`config.mk`:
```
export PLATFORM = sky130hd
export DESIGN_NAME = seqdet_ctrl
export DESIGN_NICKNAME = d
export VERILOG_FILES = /design/src/rtl/seqdet_ctrl.sv
export SDC_FILE = /design/constraint.sdc
export NUM_CORES = 1
export LEC_CHECK = 0
export ABC_AREA = 1
export CAP_MARGIN = 20
export CORE_ASPECT_RATIO = 1.25
export CORE_MARGIN = 2
export CORE_UTILIZATION = 57
export DETAILED_ROUTE_END_ITERATION = 8
export DONT_BUFFER_PORTS = 1
export GPL_TIMING_DRIVEN = 0
export PLACE_DENSITY = 0.85
export SLEW_MARGIN = 20
export SYNTH_ARGS = -nofsm -noshare
export SYNTH_HDL_FRONTEND = slang
export SYNTH_SLANG_ARGS = --single-unit
```
`constraint.sdc`:
```
create_clock -name clk -period 1.5 [get_ports clk]
set_clock_uncertainty 0.05 [all_clocks]
set_input_delay 0.225 -clock clk [delete_from_list [all_inputs] [get_ports clk]]
set_output_delay 0.225 -clock clk [all_outputs]
set_load 0.02 [all_outputs]
```
`src/rtl/seqdet_ctrl.sv`:
```
// Sequencing controller for the serial sequence detector: holds the pattern config,
// serialises framed words MSB-first, counts matches. Optional: SEQDET_CTRL_TIMEOUT_EN.
module seqdet_ctrl #(
    parameter int DATA_W  = 8,
    parameter int MAX_LEN = 16,
    parameter int DET_LAT = 1,
    parameter int CNT_W   = 8
`ifdef SEQDET_CTRL_TIMEOUT_EN
   ,parameter int TIMEOUT = 255
`endif
) (
    input  logic               clk,
    input  logic               rst,
    input  logic               cfg_we,
    input  logic [4:0]         cfg_len,
    input  logic [MAX_LEN-1:0] cfg_pattern,
    input  logic               start,
    input  logic [7:0]         num_words,
    input  logic               abort,
    input  logic               word_valid,
    input  logic [DATA_W-1:0]  word_data,
    output logic               word_ready,
    output logic               det_bit,
    output logic               det_en,
    output logic               det_clr,
    output logic [4:0]         det_len,
    output logic [MAX_LEN-1:0] det_pattern,
    input  logic               det_match,
    output logic [CNT_W-1:0]   match_count,
    output logic               busy,
    output logic               done,
`ifdef SEQDET_CTRL_TIMEOUT_EN
    output logic               timeout,
`endif
    output logic               cfg_err
);

    localparam logic [2:0] S_IDLE  = 3'd0;
    localparam logic [2:0] S_CLEAR = 3'd1;
    localparam logic [2:0] S_FETCH = 3'd2;
    localparam logic [2:0] S_SHIFT = 3'd3;
    localparam logic [2:0] S_DRAIN = 3'd4;
    localparam logic [2:0] S_DONE  = 3'd5;

    localparam int         BCW     = (DATA_W > 1) ? $clog2(DATA_W) : 1;
    localparam int         DLW     = $clog2(DET_LAT + 1);
    localparam logic [4:0] LEN_MAX = 5'(MAX_LEN);

    logic [2:0]        state;
    logic [DATA_W-1:0] shreg;
    logic [BCW-1:0]    bitcnt;
    logic [7:0]        words_left;
    logic [DLW-1:0]    drain_cnt;

    logic [4:0] len_in, eff_len;
    logic       last_bit, reload, accept, tmo_hit;

`ifdef SEQDET_CTRL_TIMEOUT_EN
    localparam int TMW = $clog2(TIMEOUT + 1);
    logic [TMW-1:0] tmo_cnt;
    assign tmo_hit = (state == S_FETCH) && (tmo_cnt == TMW'(TIMEOUT));
`else
    assign tmo_hit = 1'b0;
`endif

    // A config write in the same cycle as start is judged against the new length.
    assign len_in  = (cfg_len > LEN_MAX) ? LEN_MAX : cfg_len;
    assign eff_len = cfg_we ? len_in : det_len;

    assign busy     = (state != S_IDLE);
    assign done     = (state == S_DONE);
    assign det_en   = (state == S_SHIFT);
    assign det_bit  = det_en & shreg[DATA_W-1];
    assign last_bit = det_en && (bitcnt == BCW'(DATA_W - 1));
    assign reload   = last_bit && (words_left > 8'd1);

    assign word_ready = !abort && !tmo_hit && ((state == S_FETCH) || reload);
    assign accept     = word_ready && word_valid;

    always_ff @(posedge clk) begin
        if (rst) begin
            state       <= S_IDLE;
            shreg       <= '0;
            bitcnt      <= '0;
            words_left  <= '0;
            drain_cnt   <= '0;
            det_clr     <= 1'b0;
            det_len     <= '0;
            det_pattern <= '0;
            match_count <= '0;
            cfg_err     <= 1'b0;
`ifdef SEQDET_CTRL_TIMEOUT_EN
            tmo_cnt     <= '0;
            timeout     <= 1'b0;
`endif
        end else begin
            det_clr <= 1'b0;
            if (busy && det_match && (match_count != '1))
                match_count <= match_count + CNT_W'(1);

            if (abort && busy) begin
                state   <= S_IDLE;
                det_clr <= 1'b1;
            end else begin
                case (state)
                    S_IDLE: begin
                        if (cfg_we) begin
                            det_len     <= len_in;
                            det_pattern <= cfg_pattern;
                            cfg_err     <= 1'b0;
                        end
                        if (start) begin
                            if (eff_len == 5'd0) begin
                                cfg_err <= 1'b1;
                            end else begin
                                state      <= S_CLEAR;
                                det_clr    <= 1'b1;
                                words_left <= num_words;
`ifdef SEQDET_CTRL_TIMEOUT_EN
                                tmo_cnt    <= '0;
                                timeout    <= 1'b0;
`endif
                            end
                        end
                    end
                    S_CLEAR: begin
                        match_count <= '0;
                        state       <= (words_left == 8'd0) ? S_DONE : S_FETCH;
                    end
                    S_FETCH: begin
                        if (tmo_hit) begin
                            state     <= S_DRAIN;
                            drain_cnt <= '0;
`ifdef SEQDET_CTRL_TIMEOUT_EN
                            timeout   <= 1'b1;
`endif
                        end else if (accept) begin
                            shreg  <= word_data;
                            bitcnt <= '0;
                            state  <= S_SHIFT;
`ifdef SEQDET_CTRL_TIMEOUT_EN
                            tmo_cnt <= '0;
`endif
                        end else begin
`ifdef SEQDET_CTRL_TIMEOUT_EN
                            tmo_cnt <= tmo_cnt + TMW'(1);
`endif
                        end
                    end
                    S_SHIFT: begin
                        shreg  <= {shreg[DATA_W-2:0], 1'b0};
                        bitcnt <= bitcnt + BCW'(1);
                        if (last_bit) begin
                            words_left <= words_left - 8'd1;
                            if (reload) begin
                                // Reload on the last bit keeps det_en contiguous across words.
                                if (accept) begin
                                    shreg  <= word_data;
                                    bitcnt <= '0;
`ifdef SEQDET_CTRL_TIMEOUT_EN
                                    tmo_cnt <= '0;
`endif
                                end else begin
                                    state <= S_FETCH;
`ifdef SEQDET_CTRL_TIMEOUT_EN
                                    tmo_cnt <= tmo_cnt + TMW'(1);
`endif
                                end
                            end else begin
                                state     <= S_DRAIN;
                                drain_cnt <= '0;
                            end
                        end
                    end
                    S_DRAIN: begin
                        // Wait out the detector latency so the final match is counted.
                        if (drain_cnt == DLW'(DET_LAT - 1))
                            state <= S_DONE;
                        else
                            drain_cnt <= drain_cnt + DLW'(1);
                    end
                    S_DONE:  state <= S_IDLE;
                    default: state <= S_IDLE;
                endcase
            end
        end
    end

endmodule

```
==> flow_summary_export.csv <==
group,metric,value,unit
global_route,grtUsageTotal,29.3,%
cells_and_area,multiInputGateArea,1800,µm²
timing,relSlewSlack,63.4,%
cells_and_area,fin_area,3840,µm²
clock_tree,cts_tree,"yes",
drt,first_iter_violations,344,
drt,wl,9390,µm
worst_setup_path,cp_slowest_cell,"dfxtp_1",
place,dpl_cell_area,2860,µm²
cells_and_area,antenna_cells,0,
die,die_y,81.3,µm
drt,drtAntennaViolNets,0,
clock_tree,cts_root_buf,"clkbuf_8",
timing,hold_viol_final,0,
synth,synth_nets,442,
global_route,grt_max_degree,20,
timing,fin_ws,-332,ps
drt,drc,0,
power_and_ir_drop,p_leak,1.65,nW
synth,syn_avg_cell_area,6.95,µm²
outcome,violations,"setup timing",
worst_setup_path,crit_family,"flip-flops",
synth,synth_cell_types,38,
worst_setup_path,crit_fanout,4,
global_route,grt_pass1_wl,12200,µm
worst_setup_path,worstPathRequired,1220,ps
run,max_cap_viol_count,0,
timing,rsz0062_at_grt,"true",
cells_and_area,final_layout_size_suffix_gt1_share,34.0,%
clock_tree,cts-htree-levels,2,
global_route,grt_overflow,0,
drt,routed-via-count,3112,
drt,drt-pass1-iter-count,5,
timing,finalCriticalPeriod,1830,ps
worst_setup_path,cp-start-kind,"flip-flop",
synth,synth_edf_count,0,
synth,synth_warnings,0,
timing,timing.fmax,546,MHz
place,dp_hpwl,4560,µm
cells_and_area,post-route-util,82.4,%
die,rows,28,
min_path,hold_path_class,"in -> reg",
drt,detail_route.wl_per_cell,18.2,µm
cells_and_area,syn_to_final_growth,40.9,%
die,die_area,5350,µm²
timing,slew_viol_final,0,
synth,netlist_area,2730,µm²
clock_tree,clkLatencyLatePin,320,ps
place,place.gp.congestion,0.853,
global_route,grt_pass1_vias,2752,
cells_and_area,nNetsFinal,505,
die,ios,80,
place,port_buffers,0,
outcome,outcome,"finished with violations",
synth,ys_seq_elements,53,
clock_tree,cts.clk_slew.worst_paths,110,ps
drt,via_per_inst,6.03,
worst_setup_path,slowest_delay,460,ps
cells_and_area,num-fill-cells,273,
worst_setup_path,path_buf_inv,1,
synth,syn-instance-count,392,
power_and_ir_drop,power.density,1860,nW/µm²
clock_tree,cts.path.max_buffers,2,
die,initial_utilization,58.5,%
timing,period_share,122,%
worst_setup_path,crit_top_cell,"nand2_1",
worst_setup_path,cp_cell_sequence,"inv_2 -> nand2_1 -> nor2_1 -> nand2_1 -> nand2_2 -> a21oi_4",
synth,synthFlopType,"dfxtp_1",
worst_setup_path,worstSetupPathType,"reg -> out",
power_and_ir_drop,max-vdd-ir-drop,0.00128,V
timing,setup_tns,-4650,ps
clock_tree,cts.sinks,53,
timing,setup_viol,33,
worst_setup_path,endpoint_kind,"output port",
die,dieWidth,65.8,µm
synth,async_flop_share,0,%
global_route,antenna_found_initial,0,
timing,tightest_slew,549,ps
cells_and_area,area.sequential,1100,µm²
synth,yosysSeqAreaShare,38.9,%
clock_tree,numCtsBuffers,5,
die,core-area,4660,µm²
worst_setup_path,arrival,1560,ps
==> path summary, 6_finish.rpt <==
path                       from  slack [ps]          to  cells past startpoint
setup reg to reg  words_left[2]        -250    shreg[7]                      9
hold reg to reg        shreg[0]         440    shreg[0]                      2
setup / recovery  words_left[2]        -330  word_ready                      6
hold / removal     word_data[0]           4    shreg[0]                      2
==> sequential cells by signal, summed over array words and instances (netlist names) <==
| register | cells |
|---|---|
| det_clr | 1 |
| shreg | 8 |
| words_left | 8 |
| bitcnt | 3 |
| cfg_err | 1 |
| state | 3 |
| det_pattern | 16 |
| det_len | 5 |
| match_count | 8 |
==> Yosys cell counts, types with 3 or more instances <==
cell type  instances  share of area (%)
nand4_1            8                1.8
a31oi_1            3               0.69
nand2_1           67                9.2
nor2_1            84                 12
clkbuf_1           7               0.96
a211oi_1           3               0.83
o21ai_1            4               0.73
inv_2              6               0.83
dfxtp_1           53                 39
nand4_2            3                1.4
ha_1               6                2.8
nor3_1            12                2.2
nand3_1           20                3.7
a21oi_1           14                2.6
o21ai_0           33                6.1
nor2_2             5                1.1
inv_1             34                4.7
==> where the power goes <==
group	internal, mW	switching [mW]	total (mW)
registers	1.83	0.677	2.50
logic	1.49	2.25	3.75
clock network	0.350	0.541	0.892
==> layout by cell type, fill, tap and decap left out, drive strengths merged, types with 3 or more instances in the layout <==
cell type | Yosys | routed
a31oi | 3 | 3
buf | 4 | 44
dfxtp | 53 | 53
o21ai | 39 | 39
a211oi | 3 | 3
ha | 6 | 6
clkbuf | 7 | 10
a21oi | 17 | 17
nor2 | 91 | 91
nor3 | 12 | 12
nand3 | 23 | 23
dlygate4sd3 | 0 | 17
nand4 | 11 | 11
nand2 | 70 | 70
inv | 41 | 44
==> through the flow <==
step                power [mW]  worst slack, ps  hold WS, ps  cells
CTS                       5.94             -248         2.19    493
global placement          4.57             -224          311    452
floorplan                 4.19            -54.5          310    392
finish                    7.14             -332         3.64    516
detailed placement        4.64             -232          318    452
global route              7.53             -370        0.823    516
==> cell type report <==
cell class | instances | area share [%]
clock inverter | 3 | 0.749
timing repair inverter | 1 | 0.163
inverter | 42 | 5.18
buffer | 11 | 2.15
timing repair buffer | 55 | 12.5
multi-input combinational | 286 | 46.8
sequential | 53 | 28.7
tap | 60 | 1.96
clock buffer | 5 | 1.79
==> kinds of logic after synthesis <==
logic type | count (synthesis) | share of synthesized area (%)
and+or+nand+nor | 209 | 34.6
DFF | 53 | 38.9
adders and majority gates | 6 | 2.75
AOI/OAI and AO/OA | 67 | 14.5
buffers and inverters | 53 | 7.94
xor gates and xnor gates | 4 | 1.29
==> routing by layer <==
metal	vias up	GRT usage (%)	wire [µm]
li1	1406	-	-
met1	1437	31.4	3260
met2	208	54.7	4840
met3	61	7.20	839
met4	0	10.8	460
met5	-	0	0
==> repair_timing <==
action,in CTS,in global routing
pin swaps,14,17
gates resized for setup,48,77
hold buffers,16,1
gates cloned,1,1
endpoints found under the hold margin,16,1
setup buffers,16,21
endpoints found under the setup margin,54,53
Power figures use the tool's default switching activity.
